[config.mk]
export PLATFORM = sky130hd
export DESIGN_NAME = acl2_mode_sequencer_flat
export DESIGN_NICKNAME = d
export VERILOG_FILES = /design/src/rtl/acl2_mode_sequencer_if.sv /design/src/rtl/acl2_mode_sequencer.sv /design/src/flat_wrapper.sv
export SDC_FILE = /design/constraint.sdc
export NUM_CORES = 1
export LEC_CHECK = 0
export BUFFER_PORTS_ARGS = -buffer_cell sky130_fd_sc_hd__buf_2
export CAP_MARGIN = 20
export CELL_PAD_IN_SITES_DETAIL_PLACEMENT = 0
export CELL_PAD_IN_SITES_GLOBAL_PLACEMENT = 1
export CORE_MARGIN = 1
export CORE_UTILIZATION = 49
export CTS_BUF_LIST = sky130_fd_sc_hd__clkbuf_4 sky130_fd_sc_hd__clkbuf_8 sky130_fd_sc_hd__clkbuf_16
export CTS_CLUSTER_DIAMETER = 80
export CTS_CLUSTER_SIZE = 10
export DETAILED_ROUTE_END_ITERATION = 8
export GPL_TIMING_DRIVEN = 0
export PLACE_DENSITY_LB_ADDON = 0.1
export SLEW_MARGIN = 10
export SYNTH_ARGS = -nofsm -noshare
export SYNTH_HDL_FRONTEND = slang
export SYNTH_SLANG_ARGS = --single-unit
[constraint.sdc]
create_clock -name i_clk_20mhz -period 4.8 [get_ports i_clk_20mhz]
set_clock_uncertainty 0.15 [all_clocks]
set_input_delay 0.24 -clock i_clk_20mhz [delete_from_list [all_inputs] [get_ports i_clk_20mhz]]
set_output_delay 0.24 -clock i_clk_20mhz [all_outputs]
set_load 0.01 [all_outputs]
[src/rtl/acl2_mode_sequencer_if.sv]
// ============================================================================
// Module      : acl2_mode_sequencer_if
// Description : Command/ready/data-valid handshake between the ACL2 mode
//               sequencer (master) and the ACL2 custom driver (slave).
// Revision    : 1.0 - initial release
// ============================================================================
`default_nettype none

interface acl2_mode_sequencer_if;
    logic i_command_ready;
    logic i_data_valid;
    logic o_cmd_soft_reset;
    logic o_cmd_init_linked;
    logic o_cmd_start_linked;
    logic o_cmd_init_measur;
    logic o_cmd_start_measur;

    modport master (
        input  i_command_ready,
        input  i_data_valid,
        output o_cmd_soft_reset,
        output o_cmd_init_linked,
        output o_cmd_start_linked,
        output o_cmd_init_measur,
        output o_cmd_start_measur
    );

    modport slave (
        output i_command_ready,
        output i_data_valid,
        input  o_cmd_soft_reset,
        input  o_cmd_init_linked,
        input  o_cmd_start_linked,
        input  o_cmd_init_measur,
        input  o_cmd_start_measur
    );
endinterface

`default_nettype wire

[src/rtl/acl2_mode_sequencer.sv]
// ============================================================================
// Module      : acl2_mode_sequencer
// Description : Boot / soft-reset / init / start command sequencer for the
//               PMOD ACL2 driver with run-phase watchdog and retry handling.
// Revision    : 1.0 - initial release
// ============================================================================
`default_nettype none

module acl2_mode_sequencer #(
    parameter int parm_fast_simulation = 0,
    parameter int FCLK                 = 20000000,
    parameter int parm_boot_ms         = 10,
    parameter int parm_watchdog_ms     = 500,
    parameter int parm_ack_cycles      = 4096,
    parameter int parm_max_retries     = 3
) (
    input  wire logic                        i_clk_20mhz,
    input  wire logic                        i_rstn_20mhz,
    input  wire logic                        i_mode_linked,
    acl2_mode_sequencer_if.master            drv,
    output logic                             o_running,
    output logic                             o_mode_linked,
    output logic                             o_fault,
    output logic                             o_failed,
    output logic [1:0]                       o_retry_count,
    output logic [15:0]                      o_sample_count
);

    localparam logic [31:0] BOOT_CYCLES = (parm_fast_simulation != 0) ? 32'd100 :
                                          32'(FCLK / 1000 * parm_boot_ms);
    localparam logic [31:0] WDOG_CYCLES = (parm_fast_simulation != 0) ? 32'd1000 :
                                          32'(FCLK / 1000 * parm_watchdog_ms);
    localparam logic [31:0] ACK_CYCLES  = (parm_fast_simulation != 0) ? 32'd64 :
                                          32'(parm_ack_cycles);

    // One-hot command register; bit order matches the drv assignments below.
    localparam logic [4:0] CMD_SR = 5'b00001;
    localparam logic [4:0] CMD_IL = 5'b00010;
    localparam logic [4:0] CMD_SL = 5'b00100;
    localparam logic [4:0] CMD_IM = 5'b01000;
    localparam logic [4:0] CMD_SM = 5'b10000;

    typedef enum logic [2:0] {
        ST_BOOT  = 3'd0,
        ST_RST   = 3'd1,
        ST_INIT  = 3'd2,
        ST_START = 3'd3,
        ST_ACK   = 3'd4,
        ST_DONE  = 3'd5,
        ST_RUN   = 3'd6,
        ST_FAIL  = 3'd7
    } state_t;

    state_t      state_q;
    state_t      ret_q;
    logic [31:0] timer_q;
    logic [4:0]  cmd_q;
    logic        running_q;
    logic        mode_q;
    logic        fault_q;
    logic        failed_q;
    logic [1:0]  retry_q;
    logic [15:0] samples_q;

    logic        w_mode_change;
    logic        w_fault;
    logic [2:0]  w_retry_inc;

    assign w_mode_change = (state_q == ST_RUN) && (i_mode_linked != mode_q);
    assign w_retry_inc   = {1'b0, retry_q} + 3'd1;

    // Linked mode has no watchdog: its samples are activity driven.
    always_comb begin
        w_fault = 1'b0;
        case (state_q)
            ST_ACK:  w_fault = drv.i_command_ready && (timer_q >= ACK_CYCLES - 32'd1);
            ST_DONE: w_fault = !drv.i_command_ready && (timer_q >= WDOG_CYCLES - 32'd1);
            ST_RUN:  w_fault = !w_mode_change && !mode_q && !drv.i_data_valid &&
                               (timer_q >= WDOG_CYCLES - 32'd1);
            default: w_fault = 1'b0;
        endcase
    end

    always_ff @(posedge i_clk_20mhz or negedge i_rstn_20mhz) begin
        if (!i_rstn_20mhz) begin
            state_q   <= ST_BOOT;
            ret_q     <= ST_BOOT;
            timer_q   <= '0;
            cmd_q     <= '0;
            running_q <= 1'b0;
            mode_q    <= 1'b0;
            fault_q   <= 1'b0;
            failed_q  <= 1'b0;
            retry_q   <= '0;
            samples_q <= '0;
        end else begin
            cmd_q <= '0;
            if (w_fault) begin
                fault_q   <= 1'b1;
                running_q <= 1'b0;
                timer_q   <= '0;
                retry_q   <= (w_retry_inc > 3'd3) ? 2'd3 : w_retry_inc[1:0];
                if ({29'd0, w_retry_inc} > 32'(parm_max_retries)) begin
                    state_q  <= ST_FAIL;
                    failed_q <= 1'b1;
                end else begin
                    state_q <= ST_BOOT;
                end
            end else begin
                case (state_q)
                    ST_BOOT: begin
                        if (timer_q >= BOOT_CYCLES - 32'd1) begin
                            state_q <= ST_RST;
                            timer_q <= '0;
                        end else begin
                            timer_q <= timer_q + 32'd1;
                        end
                    end
                    ST_RST: begin
                        if (drv.i_command_ready) begin
                            cmd_q   <= CMD_SR;
                            ret_q   <= ST_INIT;
                            state_q <= ST_ACK;
                            timer_q <= '0;
                        end
                    end
                    ST_INIT: begin
                        if (drv.i_command_ready) begin
                            mode_q  <= i_mode_linked;
                            cmd_q   <= i_mode_linked ? CMD_IL : CMD_IM;
                            ret_q   <= ST_START;
                            state_q <= ST_ACK;
                            timer_q <= '0;
                        end
                    end
                    ST_START: begin
                        if (drv.i_command_ready) begin
                            cmd_q   <= mode_q ? CMD_SL : CMD_SM;
                            ret_q   <= ST_RUN;
                            state_q <= ST_ACK;
                            timer_q <= '0;
                        end
                    end
                    ST_ACK: begin
                        if (!drv.i_command_ready) begin
                            timer_q <= '0;
                            // The driver stays busy once started, so no DONE wait.
                            if (ret_q == ST_RUN) begin
                                state_q   <= ST_RUN;
                                running_q <= 1'b1;
                                samples_q <= '0;
                                fault_q   <= 1'b0;
                                retry_q   <= '0;
                            end else begin
                                state_q <= ST_DONE;
                            end
                        end else begin
                            timer_q <= timer_q + 32'd1;
                        end
                    end
                    ST_DONE: begin
                        if (drv.i_command_ready) begin
                            state_q <= ret_q;
                            timer_q <= '0;
                        end else begin
                            timer_q <= timer_q + 32'd1;
                        end
                    end
                    ST_RUN: begin
                        if (w_mode_change) begin
                            state_q   <= ST_RST;
                            running_q <= 1'b0;
                            timer_q   <= '0;
                        end else if (drv.i_data_valid) begin
                            timer_q <= '0;
                            if (samples_q != 16'hFFFF) begin
                                samples_q <= samples_q + 16'd1;
                            end
                        end else if (!mode_q) begin
                            timer_q <= timer_q + 32'd1;
                        end
                    end
                    ST_FAIL: begin
                        state_q <= ST_FAIL;
                    end
                    default: begin
                        state_q <= ST_BOOT;
                        timer_q <= '0;
                    end
                endcase
            end
        end
    end

    assign drv.o_cmd_soft_reset   = cmd_q[0];
    assign drv.o_cmd_init_linked  = cmd_q[1];
    assign drv.o_cmd_start_linked = cmd_q[2];
    assign drv.o_cmd_init_measur  = cmd_q[3];
    assign drv.o_cmd_start_measur = cmd_q[4];

    assign o_running      = running_q;
    assign o_mode_linked  = mode_q;
    assign o_fault        = fault_q;
    assign o_failed       = failed_q;
    assign o_retry_count  = retry_q;
    assign o_sample_count = samples_q;

endmodule

`default_nettype wire

[src/flat_wrapper.sv]
// flat-port wrapper written by rule: the top's interface ports become plain ports
module acl2_mode_sequencer_flat 
#(
    parameter int parm_fast_simulation = 0,
    parameter int FCLK                 = 20000000,
    parameter int parm_boot_ms         = 10,
    parameter int parm_watchdog_ms     = 500,
    parameter int parm_ack_cycles      = 4096,
    parameter int parm_max_retries     = 3
)
  (i_clk_20mhz, i_rstn_20mhz, i_mode_linked, o_running, o_mode_linked, o_fault, o_failed, o_retry_count, o_sample_count, drv_i_command_ready, drv_i_data_valid, drv_o_cmd_soft_reset, drv_o_cmd_init_linked, drv_o_cmd_start_linked, drv_o_cmd_init_measur, drv_o_cmd_start_measur);
  acl2_mode_sequencer_if drv_i ();
  input  wire logic i_clk_20mhz;
  input  wire logic i_rstn_20mhz;
  input  wire logic i_mode_linked;
  output logic o_running;
  output logic o_mode_linked;
  output logic o_fault;
  output logic o_failed;
  output logic [1:0] o_retry_count;
  output logic [15:0] o_sample_count;
  input wire logic [$bits(drv_i.i_command_ready)-1:0] drv_i_command_ready;
  input wire logic [$bits(drv_i.i_data_valid)-1:0] drv_i_data_valid;
  output wire logic [$bits(drv_i.o_cmd_soft_reset)-1:0] drv_o_cmd_soft_reset;
  output wire logic [$bits(drv_i.o_cmd_init_linked)-1:0] drv_o_cmd_init_linked;
  output wire logic [$bits(drv_i.o_cmd_start_linked)-1:0] drv_o_cmd_start_linked;
  output wire logic [$bits(drv_i.o_cmd_init_measur)-1:0] drv_o_cmd_init_measur;
  output wire logic [$bits(drv_i.o_cmd_start_measur)-1:0] drv_o_cmd_start_measur;
  assign drv_i.i_command_ready = drv_i_command_ready;
  assign drv_i.i_data_valid = drv_i_data_valid;
  assign drv_o_cmd_soft_reset = drv_i.o_cmd_soft_reset;
  assign drv_o_cmd_init_linked = drv_i.o_cmd_init_linked;
  assign drv_o_cmd_start_linked = drv_i.o_cmd_start_linked;
  assign drv_o_cmd_init_measur = drv_i.o_cmd_init_measur;
  assign drv_o_cmd_start_measur = drv_i.o_cmd_start_measur;
  acl2_mode_sequencer #(.parm_fast_simulation(parm_fast_simulation), .FCLK(FCLK), .parm_boot_ms(parm_boot_ms), .parm_watchdog_ms(parm_watchdog_ms), .parm_ack_cycles(parm_ack_cycles), .parm_max_retries(parm_max_retries)) u_core (.i_clk_20mhz(i_clk_20mhz), .i_rstn_20mhz(i_rstn_20mhz), .i_mode_linked(i_mode_linked), .drv(drv_i), .o_running(o_running), .o_mode_linked(o_mode_linked), .o_fault(o_fault), .o_failed(o_failed), .o_retry_count(o_retry_count), .o_sample_count(o_sample_count));
endmodule
==> impl_table.tex <==
\begin{tabular}{lr}
\hline
Metric & Value \\
\hline
\multicolumn{2}{l}{\textbf{Yosys}} \\
\quad Share of synthesized registers carrying an async set or reset & 100.0\% \\
\quad Simple logic cell fraction of the synthesized area & 28.72\% \\
\quad Cells after Synth & 409 \\
\quad Post-synthesis share of cell area spent on full adders, half adders and majority gates & 0.6863\% \\
\quad Number of enable-type register cells in the synthesized netlist & 0 \\
\quad Synthesized area per cell & 8.914 sq um \\
\quad Post-synth design cell area & 3646 sq um \\
\quad Post-synth net total & 416 \\
\quad Number of synthesized register bits & 65 \\
\quad Synth Area in XOR/XNOR & 2.883\% \\
\quad Top FF cell, synth & sky130\_fd\_sc\_hd\_\_dfrtp\_1 \\
\quad Post-synthesis cell type count & 61 \\
\quad Dominant combinational cell family by area after synthesis & simple AND/OR/NAND/NOR gates \\
\quad Proportion of synthesized area in mux cells & 0.5834\% \\
\quad Number of warnings reported in the yosys synthesis log & 0 \\
\quad Synth Area in Compound Gates & 18.57\% \\
\quad Sequential fraction of the synthesis area & 44.61\% \\
\multicolumn{2}{l}{\textbf{Layout}} \\
\quad Final Net Count & 461 \\
\quad Highest-count cells in the layout ignoring fill and taps & 65 x sky130\_fd\_sc\_hd\_\_dfrtp\_1, 47 x sky130\_fd\_sc\_hd\_\_nand2\_1, 40 x sky130\_fd\_sc\_hd\_\_nor2\_1 \\
\quad Share of final-layout standard cells stronger than drive strength 1 & 14.81\% \\
\quad Final instance area & 4192 sq um \\
\quad Number of antenna cells inserted & 0 \\
\quad Final Util & 58.10\% \\
\quad Most common library cell in the layout ignoring fill and taps & sky130\_fd\_sc\_hd\_\_dfrtp\_1 \\
\quad Number of filler instances in the final layout & 650 \\
\quad Area growth, synth to finish & 14.96\% \\
\quad Area of all sequential standard cells & 1627 sq um \\
\quad Area of the multi-input gates & 1876 sq um \\
\quad Non-filler cells in the finished layout & 558 \\
\multicolumn{2}{l}{\textbf{Placement}} \\
\quad Count of buffers from port buffering & 31 \\
\quad Placement Setup Slack & 1.704 ns \\
\quad Cell area after placement & 3948 sq um \\
\quad Number of placed instances with taps included & 540 \\
\quad Gp weighted congestion & 0.8706 \\
\quad Detailed-placement wirelength estimate & 6418 microns \\
\multicolumn{2}{l}{\textbf{Drt}} \\
\quad Vias per Instance & 5.905 \\
\quad Count of vias placed by the detailed router & 3295 \\
\quad Wire per inst & 16.36 microns \\
\quad Detailed-routed wire length on met3 & 486 microns \\
\quad Uppermost routed layer & met4 \\
\quad Routed metal-1 wirelength & 4070 microns \\
\quad Number of violations reported at the end of detailed-routing iteration 0 & 175 \\
\quad Sum of met2 wire segment lengths after detailed routing & 4353 microns \\
\quad Antenna Nets Post-Route & 0 \\
\quad Final routed DRC violation total & 0 \\
\quad Final WL & 9130 microns \\
\quad Number of iterations in the first detailed-routing pass & 4 \\
\multicolumn{2}{l}{\textbf{GRT}} \\
\quad First-pass GRT wire length & 14970 microns \\
\quad Overall global routing resource usage & 25.27\% \\
\quad Via count of the first global-routing pass & 3034 \\
\quad Pin count of the biggest net entering global routing & 37 \\
\quad Total overflow reported by the global router & 0 \\
\quad Antenna violations before repair & 0 \\
\multicolumn{2}{l}{\textbf{STA}} \\
\quad Period utilization & 65.42\% \\
\quad Number of hold violations in the final report & 0 \\
\quad Final critical-path required period & 3.140 ns \\
\quad Setup repair after global routing missed its margin & false \\
\quad Final setup TNS & 0 ns \\
\quad Worst slew margin relative to its limit & 41.90\% \\
\quad Final count of negative-setup-slack endpoints & 0 \\
\quad Transition time at the pin with the least slew margin & 0.8642 ns \\
\quad Hold WS & 0.2208 ns \\
\quad Maximum operating frequency & 318.5 MHz \\
\quad Setup WS post-layout & 1.660 ns \\
\quad Max-slew violation count & 0 \\
\multicolumn{2}{l}{\textbf{Status}} \\
\quad Run status & completed \\
\multicolumn{2}{l}{\textbf{Pwr}} \\
\quad Worst supply voltage drop on vdd & 242.6 uV \\
\quad Tot Pwr & 1.954 mW \\
\quad Internal & 1.168 mW \\
\quad Logic pwr share & 39.0\% \\
\quad Net switching component of the power & 0.7862 mW \\
\quad Fraction of power consumed by the clock network & 27.1\% \\
\quad Leak Pwr & 1.846 nW \\
\quad Power density over the cells & 466.3 nW/um\^{}2 \\
\quad Sw Share & 40.22\% \\
\quad Seq pwr share & 33.9\% \\
\multicolumn{2}{l}{\textbf{Clock network}} \\
\quad Clock tree from TritonCTS & done \\
\quad Total clock sinks & 65 \\
\quad Clock latency of the later-clocked register in the worst-skew pair & 0.35 ns \\
\quad Num CTS Buffers & 9 \\
\quad Number of buffers between clock root and the deepest sink & 2 \\
\quad Clock-pin slew on the worst setup and hold paths & 0.07 ns \\
\quad Number of setup buffers added after CTS & 0 \\
\quad H-tree depth & 3 \\
\quad Hold Buf Count CTS & 2 \\
\quad Root Driver & sky130\_fd\_sc\_hd\_\_clkbuf\_8 \\
\quad Post-cts resize count & 0 \\
\multicolumn{2}{l}{\textbf{Setup path}} \\
\quad Worst R2R Start & u\_core.timer\_q[14] \\
\quad Highest cell delay on the worst timing path & 0.65 ns \\
\quad Slowest stage cell on the critical path & sky130\_fd\_sc\_hd\_\_a221oi\_1 \\
\quad Critical path capture point type & flip-flop \\
\quad Cell family with the largest share of critical-path delay & compound AO/OA/AOI/OAI gates \\
\quad Number of cells on the worst reg-to-reg path & 6 \\
\quad Critical path data arrival time & 3.27 ns \\
\quad Maximum fanout along the worst path & 10 \\
\quad Type of element launching the critical path & flip-flop \\
\quad Count of buffering cells on the critical path with inverters included & 1 \\
\quad WS Path Type & reg2reg \\
\quad Endpoint of the worst-slack reg-to-reg timing path & u\_core.timer\_q[12] \\
\quad CP cell instances & or4\_1 -> a221oi\_1 -> o21ai\_1 -> nor3\_2 -> buf\_4 -> a22o\_1 \\
\quad Crit path required time & 4.93 ns \\
\quad Worst setup slack for register-to-register paths & 1.66 ns \\
\multicolumn{2}{l}{\textbf{Die}} \\
\quad Area of the die & 7790 sq um \\
\quad Standard cell core area & 7214 sq um \\
\quad Overall die height & 88.26 microns \\
\quad FP Rows & 31 \\
\quad Effective utilization at floorplan & 50.54\% \\
\quad Ports placed on the boundary & 32 \\
\quad Width of the die & 88.26 microns \\
\multicolumn{2}{l}{\textbf{Job}} \\
\quad Max-capacitance violation count & 0 \\
\multicolumn{2}{l}{\textbf{Min path}} \\
\quad Hold WC Path Type & in2async \\
\hline
\end{tabular}
==> registers in the layout, indices dropped and copies added, names as in the netlist <==
register and flops:
u_core.o_running 1, u_core.cmd_q 5, u_core.state_q 3, u_core.ret_q 3, u_core.o_retry_count 2, u_core.timer_q 32
u_core.o_sample_count 16, u_core.o_failed 1, u_core.o_fault 1, u_core.o_mode_linked 1
==> cell type report <==
class                           instances  share of cell area, %
Clock buffer                           11                  3.463
Sequential cell                        65                  38.81
Inverter                               11                 0.9851
Multi-Input combinational cell        309                  44.75
Tap cell                               99                  2.955
Buffer                                 24                  2.448
Clock inverter                          5                  1.881
Timing Repair Buffer                   34                  4.716
==> cell usage after synthesis (all sizes together), types with 4 or more instances <==
| library cell | n | area, sq um |
|---|---|---|
| a22o | 6 | 52.55 |
| nor4 | 6 | 50.04 |
| a31oi | 10 | 62.56 |
| nand3 | 21 | 105.1 |
| xor2 | 10 | 87.58 |
| inv | 11 | 41.29 |
| a21oi | 12 | 60.06 |
| or3 | 8 | 50.05 |
| nand2b | 6 | 37.54 |
| o31ai | 6 | 45.04 |
| a221o | 7 | 70.07 |
| dfrtp | 65 | 1627 |
| buf | 7 | 38.78 |
| nor2 | 40 | 150.1 |
| nor2b | 6 | 37.54 |
| and2 | 9 | 56.30 |
| nor3 | 21 | 115.1 |
| clkbuf | 17 | 63.81 |
| nand4 | 17 | 106.4 |
| o21ai | 18 | 90.08 |
| nand2 | 47 | 176.4 |
| o2bb2ai | 4 | 35.03 |
==> routing by layer <==
layer,global-route usage (%),up-vias
li1,-,1592
met5,0,-
met1,33.37,1572
met3,3.825,19
met2,41.33,112
met4,11.00,0
==> worst max-delay path by stage <==
| stage | startpoint | endpoint | slack [ns] | depth (start not counted) |
|---|---|---|---|---|
| 6_report | u_core.timer_q[14] | u_core.timer_q[12] | 1.66 | 6 |
| 5_1_grt | u_core.timer_q[26] | u_core.timer_q[3] | 1.58 | 7 |
| 4_1_cts | u_core.timer_q[26] | u_core.timer_q[20] | 1.69 | 7 |
| 3_5_place_dp | u_core.timer_q[26] | u_core.timer_q[20] | 1.70 | 7 |
| 3_3_place_gp | u_core.timer_q[26] | u_core.timer_q[9] | 1.75 | 7 |
| 2_1_floorplan | u_core.timer_q[0] | u_core.timer_q[3] | 2.35 | 8 |
==> worst register-to-register path, delay by kind of cell (launching register included) <==
family / cells / cell delay (ns)
AO/OA/AOI/OAI: 3 / 1.22
AND/OR/NAND/NOR: 2 / 0.97
flip-flops: 1 / 0.46
buffers and inverters: 1 / 0.29
==> logic make-up (layout without fill, tap and decap cells) <==
group                      after synthesis  count (layout)
and+or+nand+nor                        201             201
AOI/OAI and AO/OA                       92              92
DFF                                     65              65
buffers and inverters                   35              85
xor gates and xnor gates                12              12
adders and majority gates                2               2
muxes                                    2               2
==> power groups by stage <==
| stage | Sequential [mW] | Combinational [mW] | Clock, mW |
|---|---|---|---|
| after floorplan | 0.675 | 0.506 | 0 |
| after global placement | 0.670 | 0.747 | 0 |
| after detailed placement | 0.671 | 0.749 | 0 |
| after CTS | 0.662 | 0.755 | 0.541 |
| after global routing | 0.672 | 0.835 | 0.564 |
| final | 0.663 | 0.763 | 0.529 |
(Power assumes the default switching activity.)
